==> config.mk <==
export PLATFORM = sky130hd
export DESIGN_NAME = stack_sequencer
export DESIGN_NICKNAME = d
export VERILOG_FILES = /design/src/rtl/stack_pkg.sv /design/src/rtl/stack_guard.sv /design/src/rtl/stack_sequencer.sv
export SDC_FILE = /design/constraint.sdc
export NUM_CORES = 1
export LEC_CHECK = 0
export BUFFER_PORTS_ARGS = -buffer_cell sky130_fd_sc_hd__buf_2
export CELL_PAD_IN_SITES_DETAIL_PLACEMENT = 0
export CELL_PAD_IN_SITES_GLOBAL_PLACEMENT = 1
export CORE_MARGIN = 8
export CORE_UTILIZATION = 34
export CTS_BUF_LIST = sky130_fd_sc_hd__clkbuf_8
export CTS_CLUSTER_DIAMETER = 200
export DETAILED_ROUTE_END_ITERATION = 6
export PLACE_DENSITY_LB_ADDON = 0.1
export SLEW_MARGIN = 15
export SYNTH_ARGS = -nofsm -noshare
export SYNTH_HDL_FRONTEND = slang
export SYNTH_SLANG_ARGS = --single-unit
==> constraint.sdc <==
create_clock -name i_clk -period 2.5 [get_ports i_clk]
set_input_delay 0.375 -clock i_clk [delete_from_list [all_inputs] [get_ports i_clk]]
set_output_delay 0.375 -clock i_clk [all_outputs]
set_load 0.01 [all_outputs]
==> src/rtl/stack_pkg.sv <==
// Shared definitions for the stack sequencer slice: opcodes, FSM states,
// and per-opcode depth rules (minimum depth needed and depth change on store).
// No logic of its own; imported by stack_guard and stack_sequencer.
package stack_pkg;

   // Stack operation codes as seen on i_req_op and o_stk_function
   localparam logic [2:0] OP_PUSH   = 3'd0;
   localparam logic [2:0] OP_D1PUSH = 3'd1;
   localparam logic [2:0] OP_D2PUSH = 3'd2;
   localparam logic [2:0] OP_SWAP   = 3'd3;
   localparam logic [2:0] OP_DROP   = 3'd4;
   localparam logic [2:0] OP_DROP2  = 3'd5;
   localparam logic [2:0] OP_ROLL   = 3'd6;
   localparam logic [2:0] OP_PEEK   = 3'd7;

   typedef enum logic [2:0] {
      ST_IDLE    = 3'd0,
      ST_FETCH   = 3'd1,
      ST_STORE   = 3'd2,
      ST_CAPTURE = 3'd3,
      ST_RESP    = 3'd4
   } state_e;

   // Entries that must already be on the stack. PUSH is bounded by capacity
   // instead, which depends on DEPTH and is checked in stack_guard.
   function automatic int min_depth(input logic [2:0] op);
      case (op)
         OP_D1PUSH: return 1;
         OP_D2PUSH: return 2;
         OP_SWAP:   return 2;
         OP_DROP:   return 1;
         OP_DROP2:  return 2;
         OP_ROLL:   return 3;
         default:   return 0;
      endcase
   endfunction

   // Net change in stack depth once the op is stored
   function automatic int depth_delta(input logic [2:0] op);
      case (op)
         OP_PUSH:   return 1;
         OP_D2PUSH: return -1;
         OP_DROP:   return -1;
         OP_DROP2:  return -2;
         default:   return 0;
      endcase
   endfunction

   // Ops whose stack-side implementation needs the top entries latched first
   function automatic logic needs_fetch(input logic [2:0] op);
      return (op == OP_SWAP) || (op == OP_ROLL) || (op == OP_PEEK);
   endfunction

endpackage

==> src/rtl/stack_guard.sv <==
// Purpose: shadow stack-depth register plus combinational legality check.
// Latency: legality is combinational on chk_op; depth updates one edge after upd_en.
// Backpressure: none; the sequencer only asks when it is able to act on the answer.
//
// Ports:
//   i_clk, i_rst  clock, synchronous active-high reset (depth -> 0)
//   chk_op        opcode of the request being offered
//   chk_legal     1 when chk_op would neither underflow nor overflow
//   upd_en        pulse in the cycle the op is stored into the stack
//   upd_op        opcode being stored (selects the depth change)
module stack_guard
   import stack_pkg::*;
#(
   parameter int DEPTH = 8
) (
   input  logic       i_clk,
   input  logic       i_rst,
   input  logic [2:0] chk_op,
   output logic       chk_legal,
   input  logic       upd_en,
   input  logic [2:0] upd_op
);

   localparam int DW = $clog2(DEPTH);

   logic [DW-1:0] depth_q;

   // Usable capacity is DEPTH-1: the stack's own pointer would wrap at DEPTH.
   always_comb begin
      if (chk_op == OP_PUSH) begin
         chk_legal = int'(depth_q) < (DEPTH - 1);
      end else begin
         chk_legal = int'(depth_q) >= min_depth(chk_op);
      end
   end

   always_ff @(posedge i_clk) begin
      if (i_rst) begin
         depth_q <= '0;
      end else if (upd_en) begin
         depth_q <= DW'(int'(depth_q) + depth_delta(upd_op));
      end
   end

endmodule

==> src/rtl/stack_sequencer.sv <==
// Purpose: initiator-side controller that turns one stack op into fetch/store strobes.
// Latency: error 1, PUSH/D1PUSH/D2PUSH/DROP/DROP2 2, SWAP/ROLL 3, PEEK 4 cycles to o_rsp_valid.
// Backpressure: one op in flight; o_req_ready only in IDLE, response held until i_rsp_ready.
//
// Ports:
//   i_clk, i_rst                       clock, synchronous active-high reset
//   i_req_valid/o_req_ready            request handshake
//   i_req_op, i_req_data               opcode and operand D
//   o_rsp_valid/i_rsp_ready            response handshake
//   o_rsp_error                        request rejected (underflow/overflow)
//   o_rsp_A, o_rsp_B                   top two stack entries (PEEK, else 0)
//   o_stk_fetch, o_stk_store           stack strobes, never high together
//   o_stk_function, o_stk_write_D      stack op and data, zero unless storing
//   i_stk_read_A, i_stk_read_B         stack top-entry outputs
//
// Optional build macro STACK_SEQ_AUTOPEEK_EN: every legal non-PEEK op is
// followed by an internal FETCH + PEEK store + CAPTURE, so each response
// carries the new top A/B (3 extra cycles).
module stack_sequencer
   import stack_pkg::*;
#(
   parameter int WIDTH = 16,
   parameter int DEPTH = 8
) (
   input  logic             i_clk,
   input  logic             i_rst,
   input  logic             i_req_valid,
   output logic             o_req_ready,
   input  logic [2:0]       i_req_op,
   input  logic [WIDTH-1:0] i_req_data,
   output logic             o_rsp_valid,
   input  logic             i_rsp_ready,
   output logic             o_rsp_error,
   output logic [WIDTH-1:0] o_rsp_A,
   output logic [WIDTH-1:0] o_rsp_B,
   output logic             o_stk_fetch,
   output logic             o_stk_store,
   output logic [2:0]       o_stk_function,
   output logic [WIDTH-1:0] o_stk_write_D,
   input  logic [WIDTH-1:0] i_stk_read_A,
   input  logic [WIDTH-1:0] i_stk_read_B
);

   state_e           state_q, state_d;
   logic [2:0]       op_q, op_d;
   logic [WIDTH-1:0] data_q, data_d;
   logic             err_q, err_d;
   logic [WIDTH-1:0] rsp_a_q, rsp_a_d;
   logic [WIDTH-1:0] rsp_b_q, rsp_b_d;
   logic             legal;
   logic             depth_upd;

   stack_guard #(
      .DEPTH (DEPTH)
   ) u_guard (
      .i_clk     (i_clk),
      .i_rst     (i_rst),
      .chk_op    (i_req_op),
      .chk_legal (legal),
      .upd_en    (depth_upd),
      .upd_op    (op_q)
   );

   always_ff @(posedge i_clk) begin
      if (i_rst) begin
         state_q <= ST_IDLE;
         op_q    <= '0;
         data_q  <= '0;
         err_q   <= 1'b0;
         rsp_a_q <= '0;
         rsp_b_q <= '0;
      end else begin
         state_q <= state_d;
         op_q    <= op_d;
         data_q  <= data_d;
         err_q   <= err_d;
         rsp_a_q <= rsp_a_d;
         rsp_b_q <= rsp_b_d;
      end
   end

   always_comb begin
      state_d        = state_q;
      op_d           = op_q;
      data_d         = data_q;
      err_d          = err_q;
      rsp_a_d        = rsp_a_q;
      rsp_b_d        = rsp_b_q;
      depth_upd      = 1'b0;
      o_req_ready    = 1'b0;
      o_rsp_valid    = 1'b0;
      o_rsp_error    = 1'b0;
      o_rsp_A        = '0;
      o_rsp_B        = '0;
      o_stk_fetch    = 1'b0;
      o_stk_store    = 1'b0;
      o_stk_function = '0;
      o_stk_write_D  = '0;

      case (state_q)
         ST_IDLE: begin
            o_req_ready = 1'b1;
            if (i_req_valid) begin
               op_d    = i_req_op;
               data_d  = i_req_data;
               err_d   = !legal;
               rsp_a_d = '0;
               rsp_b_d = '0;
               // Illegal requests never touch the stack
               if (!legal) begin
                  state_d = ST_RESP;
               end else if (needs_fetch(i_req_op)) begin
                  state_d = ST_FETCH;
               end else begin
                  state_d = ST_STORE;
               end
            end
         end

         ST_FETCH: begin
            o_stk_fetch = 1'b1;
            state_d     = ST_STORE;
         end

         ST_STORE: begin
            o_stk_store    = 1'b1;
            o_stk_function = op_q;
            o_stk_write_D  = data_q;
            depth_upd      = 1'b1;
            if (op_q == OP_PEEK) begin
               state_d = ST_CAPTURE;
            end else begin
`ifdef STACK_SEQ_AUTOPEEK_EN
               // Reuse the PEEK path; PEEK leaves depth unchanged on its store
               op_d    = OP_PEEK;
               state_d = ST_FETCH;
`else
               state_d = ST_RESP;
`endif
            end
         end

         ST_CAPTURE: begin
            // Stack outputs settle one cycle after the PEEK store
            rsp_a_d = i_stk_read_A;
            rsp_b_d = i_stk_read_B;
            state_d = ST_RESP;
         end

         ST_RESP: begin
            o_rsp_valid = 1'b1;
            o_rsp_error = err_q;
            o_rsp_A     = rsp_a_q;
            o_rsp_B     = rsp_b_q;
            if (i_rsp_ready) begin
               state_d = ST_IDLE;
            end
         end

         default: begin
            state_d = ST_IDLE;
         end
      endcase
   end

endmodule

Word-level counts from Yosys, hierarchy flattened

Index checks and enable logic that the tools add are counted.

Output and inout bits: 56
Flip-flop bits (word level): 58
Logic and storage cells: 64
Input port bits: 55

Reductions and logical operators: 13
$lt $le $gt $ge: 2
$add $sub $neg: 1
Mux-type cells: 24
Equality and inequality tests: 17

Operators by type and width:

| cell               | count |
|---|---|
| $mux 16            | 4 |
| $pmux 16 s2        | 2 |
| $ge 4x32->1        | 1 |
| $mux 32            | 1 |
| $eq 3x3->1 const B | 8 |
| $mux 3             | 7 |
| $eq 3x2->1 const B | 5 |
| $pmux 3 s5         | 1 |
| $logic_not 3->1    | 3 |
| $pmux 3 s3         | 1 |
| $eq 3x1->1 const B | 2 |
| $mux 1             | 6 |
| $pmux 2 s3         | 1 |
| $reduce_and 2->1   | 3 |
| $ne 2x2->1 const B | 2 |
| $reduce_or 2->1    | 2 |
| $add 3x3->3        | 1 |
| $lt 3x3->1 const B | 1 |
| $reduce_or 3->1    | 1 |
| $logic_or 1x1->1   | 2 |
| $mux 2             | 1 |
| $reduce_bool 2->1  | 1 |
| $logic_not 1->1    | 1 |

Longest topological paths before layout

Depth after elaboration: 9
Mapped depth: 7
Mapped depth without buffers: 7

By module

A second synthesis with hierarchy kept.

Cell total of the unflattened synthesis: 278
Area total of the unflattened synthesis: 2602.5 µm²

Modules (own cells, without submodules):

| module          | instances | cells an instance | area each (µm²) | seq. area each (µm²) |
|---|---|---|---|---|
| stack_sequencer | 1         | 246               | 2326.0          | 1101.1 |
| stack_guard     | 1         | 32                | 276.5           | 60.1 |

Worst setup path before layout

Ideal clock, no wire load.

Path kind: flip-flop to flip-flop
From: reg op_q[1]
To: reg u_guard.depth_q[2]
Path slack: 0.346 ns
Arrival: 2.039 ns
Cell stages (with the launch flop): 7
Path buffers: 0
Required time: 2.385 ns
Library setup time: 0.115 ns
Clock period less this slack: 2.154 ns
Cells stage by stage: dfxtp_1 nor3b_1 nor2_1 fa_1 or4b_1 and3_1 o21ba_1

Word-level cells in the longest chain between the ends: 6
Elaborated cells between the ends (all ways): 9
Classes of those cells: 1 x add/sub; 3 x eq/ne; 3 x mux; 2 x reduce/logical

Ends and longest elaborated chain:

| element                                  | RTL line              | RTL |
|---|---|---|
| start, declared                          | stack_sequencer.sv:45 | `logic [2:0] op_q, op_d;` |
| start signal, assigned                   | stack_sequencer.sv:74 | `op_q <= op_d;` |
| $eq 3x2->1 or $eq 3x3->1 (tied branches) | stack_pkg.sv:40       | `case (op)` |
| $reduce_or 2->1 (no line)                | n/a                   |  |
| $pmux 3 s3 *                             | stack_pkg.sv:40       |  |
| $mux 3 *                                 | stack_guard.sv:40     | `end else if (upd_en) begin` |
| $mux 3 *                                 | stack_guard.sv:38     | `if (i_rst) begin` |
| $add 3x3->3 *                            | stack_guard.sv:41     | `depth_q <= DW'(int'(depth_q) + depth_delta(upd_op));` |
| end signal, assigned                     | stack_guard.sv:41     |  |
| end, declared                            | stack_guard.sv:26     | `logic [DW-1:0] depth_q;` |

Every way passes the cells marked *; elsewhere a longest branch is shown, timed or not. The select of a mux whose other input is x is not followed.
A chain may end at the register's enable or synchronous reset.

Worst setup path in the final report

Same ends and word-level chain as after synthesis.

==> flow_summary.yaml <==
status:
  status: "completed"
cts:
  clk_pin_slew_ns: 0.07
  cts_buffers: 9
  clock-sinks: 58
  cts_buffer_depth: 2
  cts_root_buf: "clkbuf_8"
  cts_hold_buf: 0
  htree_levels: 3
  cts_tree: "done"
  clock_latency_ns: 0.33
  cts_setup_buffers: 0
  post_cts_resized: 0
yosys:
  synth_area_leaders: "dfxtp_1 (44%), and2_1 (13%), nand2_1 (10%)"
  synth_cell_types: 36
  syn_inst: 344
  synth-edff-count: 0
  ys.flop_type: "dfxtp_1"
  avgSynthCellArea_um2: 7.715
  yosys.area.top_type: "dfxtp_1"
  synth.top_cells.by_count: "nand2_1 (74), dfxtp_1 (58), a21oi_1 (54), and2_1 (54), nand3_1 (32)"
  synth.cell_area_um2: 2654
  synth.most_common_cell: "nand2_1"
  syn_nets: 403
  ys_async_sr_fraction_pct: 0
  synth_top_area_share_pct: 43.75
  ys_seq_elements: 58
  yosysWarningCount: 0
  synth-seq-area-share_pct: 43.75
worst_setup_path:
  slowest_stage: "or4b_1"
  worstPathRequired_ns: 2.73
  rr_worst_depth: 6
  path_max_fanout: 7
  startpoint: "op_q[1]"
  critPathTopFamily: "simple AND/OR/NAND/NOR gates"
  cp.depth: 6
  crit_path_max_incr_delay_ns: 0.55
  path_buf_inv: 0
  cp-end-kind: "register"
  crit_path_start_kind: "register"
  crit_type: "reg -> reg"
  critPathArrivalTime_ns: 2.54
  worstPathCellList: "nor3b_1 > nor2_1 > fa_1 > or4b_1 > and3_1 > o21ba_1"
  r2r-start: "op_q[1]"
finish:
  multi_input_area_um2: 1376
  drive_above_1_share_pct: 30.77
  area_growth_pct: 31.82
  seq_area_um2: 1161
  fin_nets: 509
  antenna_cells: 0
  fillers: 825
sta:
  hold_viol_final: 0
  finalCriticalPeriod_ns: 2.311
  rsz0062_at_grt: "no"
  hold_ws_ns: 0.2731
  maxSlewViolCount: 0
  finalSetupViolCount: 0
  fin_worst_skew_ns: 0.009566
  period_share_pct: 92.44
  final.setup.tns_ns: 0
  worst_slew_pin_slew_ns: 0.4572
  max_freq_mhz: 432.7
  relSlewSlack_pct: 69.52
route:
  drt_iter0_drc: 79
  drc: 0
  wl_met2_mm: 3.328
  wl_met3_um: 592
  antenna_left: 0
  m1WireLength_mm: 3.842
  viasPerCell: 4.718
  finalWirelength_mm: 7.879
  highest_layer: "met4"
  routedWlPerCell_um: 14.15
  drt_pre_antenna_iters: 4
  vias: 2628
floorplan:
  row_count: 32
  ios: 111
  die_x_um: 104.3
  core_area_um2: 7647
  start_util_pct: 34.70
  fp.dieArea_um2: 10890
  die_y_um: 104.3
grt:
  antenna_found_initial: 0
  grt_pass1_wl_mm: 12.62
  gr-usage-all-layers_pct: 13.94
  grt_pass1_vias: 2624
  grt.overflow.total: 0
  grt_start_max_net_pins: 33
flow_run:
  max_cap_violations: 0
place:
  gp_congestion: 0.7710
  buffer_ports.inserted: 110
  place.detailed.hpwl_mm: 5.441
worst_hold_path:
  hold_path_startpoint: "i_stk_read_A[12]"
  hp-class: "in -> reg"
  hold_depth: 3
power:
  vdd_drop_max_mv: 0.2370
  total_leakage_power_uw: 0.001580
  p_per_area_nw_per_um2: 647.5
state kept, by name, indices dropped and copies added, names as in the netlist:
| name | flops |
|---|---|
| data_q | 16 |
| err_q | 1 |
| op_q | 3 |
| rsp_a_q | 16 |
| rsp_b_q | 16 |
| state_q | 3 |
| u_guard.depth_q | 3 |
tightest hold or removal path, cell delays in order:
cell and delay, ns:
buf_2 0.09, nand2_1 0.04, a21oi_1 0.05
cell usage in the layout, fill, tap and decap left out, drive strengths merged, types with 2 or more instances in the layout:
| cell | n |
|---|---|
| a211oi | 2 |
| a21oi | 54 |
| and2 | 54 |
| buf | 121 |
| clkbuf | 9 |
| clkinv | 4 |
| dfxtp | 58 |
| ha | 3 |
| inv | 5 |
| nand2 | 74 |
| nand2b | 2 |
| nand3 | 32 |
| nand4 | 2 |
| nor2 | 7 |
| nor2b | 2 |
| nor3 | 4 |
| nor3b | 3 |
where the power goes:
part | internal (µW) | switching, µW
Combinational | 162 | 267
Clock | 449 | 369
Sequential | 977 | 41.7
cells by family after synthesis:
kind of cell | Yosys count | synth area share [%]
AOI/OAI and AO/OA | 67 | 14.05
xor gates and xnor gates | 1 | 0.3301
adders and majority gates | 4 | 2.169
buffers and inverters | 30 | 4.667
DFF | 58 | 43.75
muxes | 1 | 0.4243
and+or+nand+nor | 183 | 34.61
per-stage QoR:
stage	util [%]	total power, µW	setup slack [ns]	cell area, µm²	instances
3_3_place_gp	43.32	1471	0.2514	3313	541
4_1_cts	45.75	2302	0.1731	3498	557
3_5_place_dp	43.32	1475	0.2178	3313	541
2_1_floorplan	-	1289	0.3463	2654	344
5_1_grt	45.75	2391	0.07479	3498	557
6_report	45.75	2265	0.1891	3498	557
metal layers:
metal,track usage (%),vias to the layer above
met5,0,-
met4,5.895,0
met3,4.523,9
met2,21.31,95
met1,17.48,1166
li1,-,1358
cell type report:
type,count,share of cell area [%]
Inverter,4,0.4292
Multi-Input combinational cell,256,39.34
Clock buffer,9,3.541
Sequential cell,58,33.19
Timing Repair Buffer,121,18.10
Clock inverter,7,1.753
Tap cell,102,3.648
final timing paths:
| kind | slack (ns) | endpoint |
|---|---|---|
| setup / recovery | 0.19 | u_guard.depth_q[2] |
| hold / removal | 0.27 | rsp_a_q[12] |
| setup reg to reg | 0.19 | u_guard.depth_q[2] |
| hold reg to reg | 0.45 | data_q[7] |
Note: power is estimated with default switching activity, not from simulation.
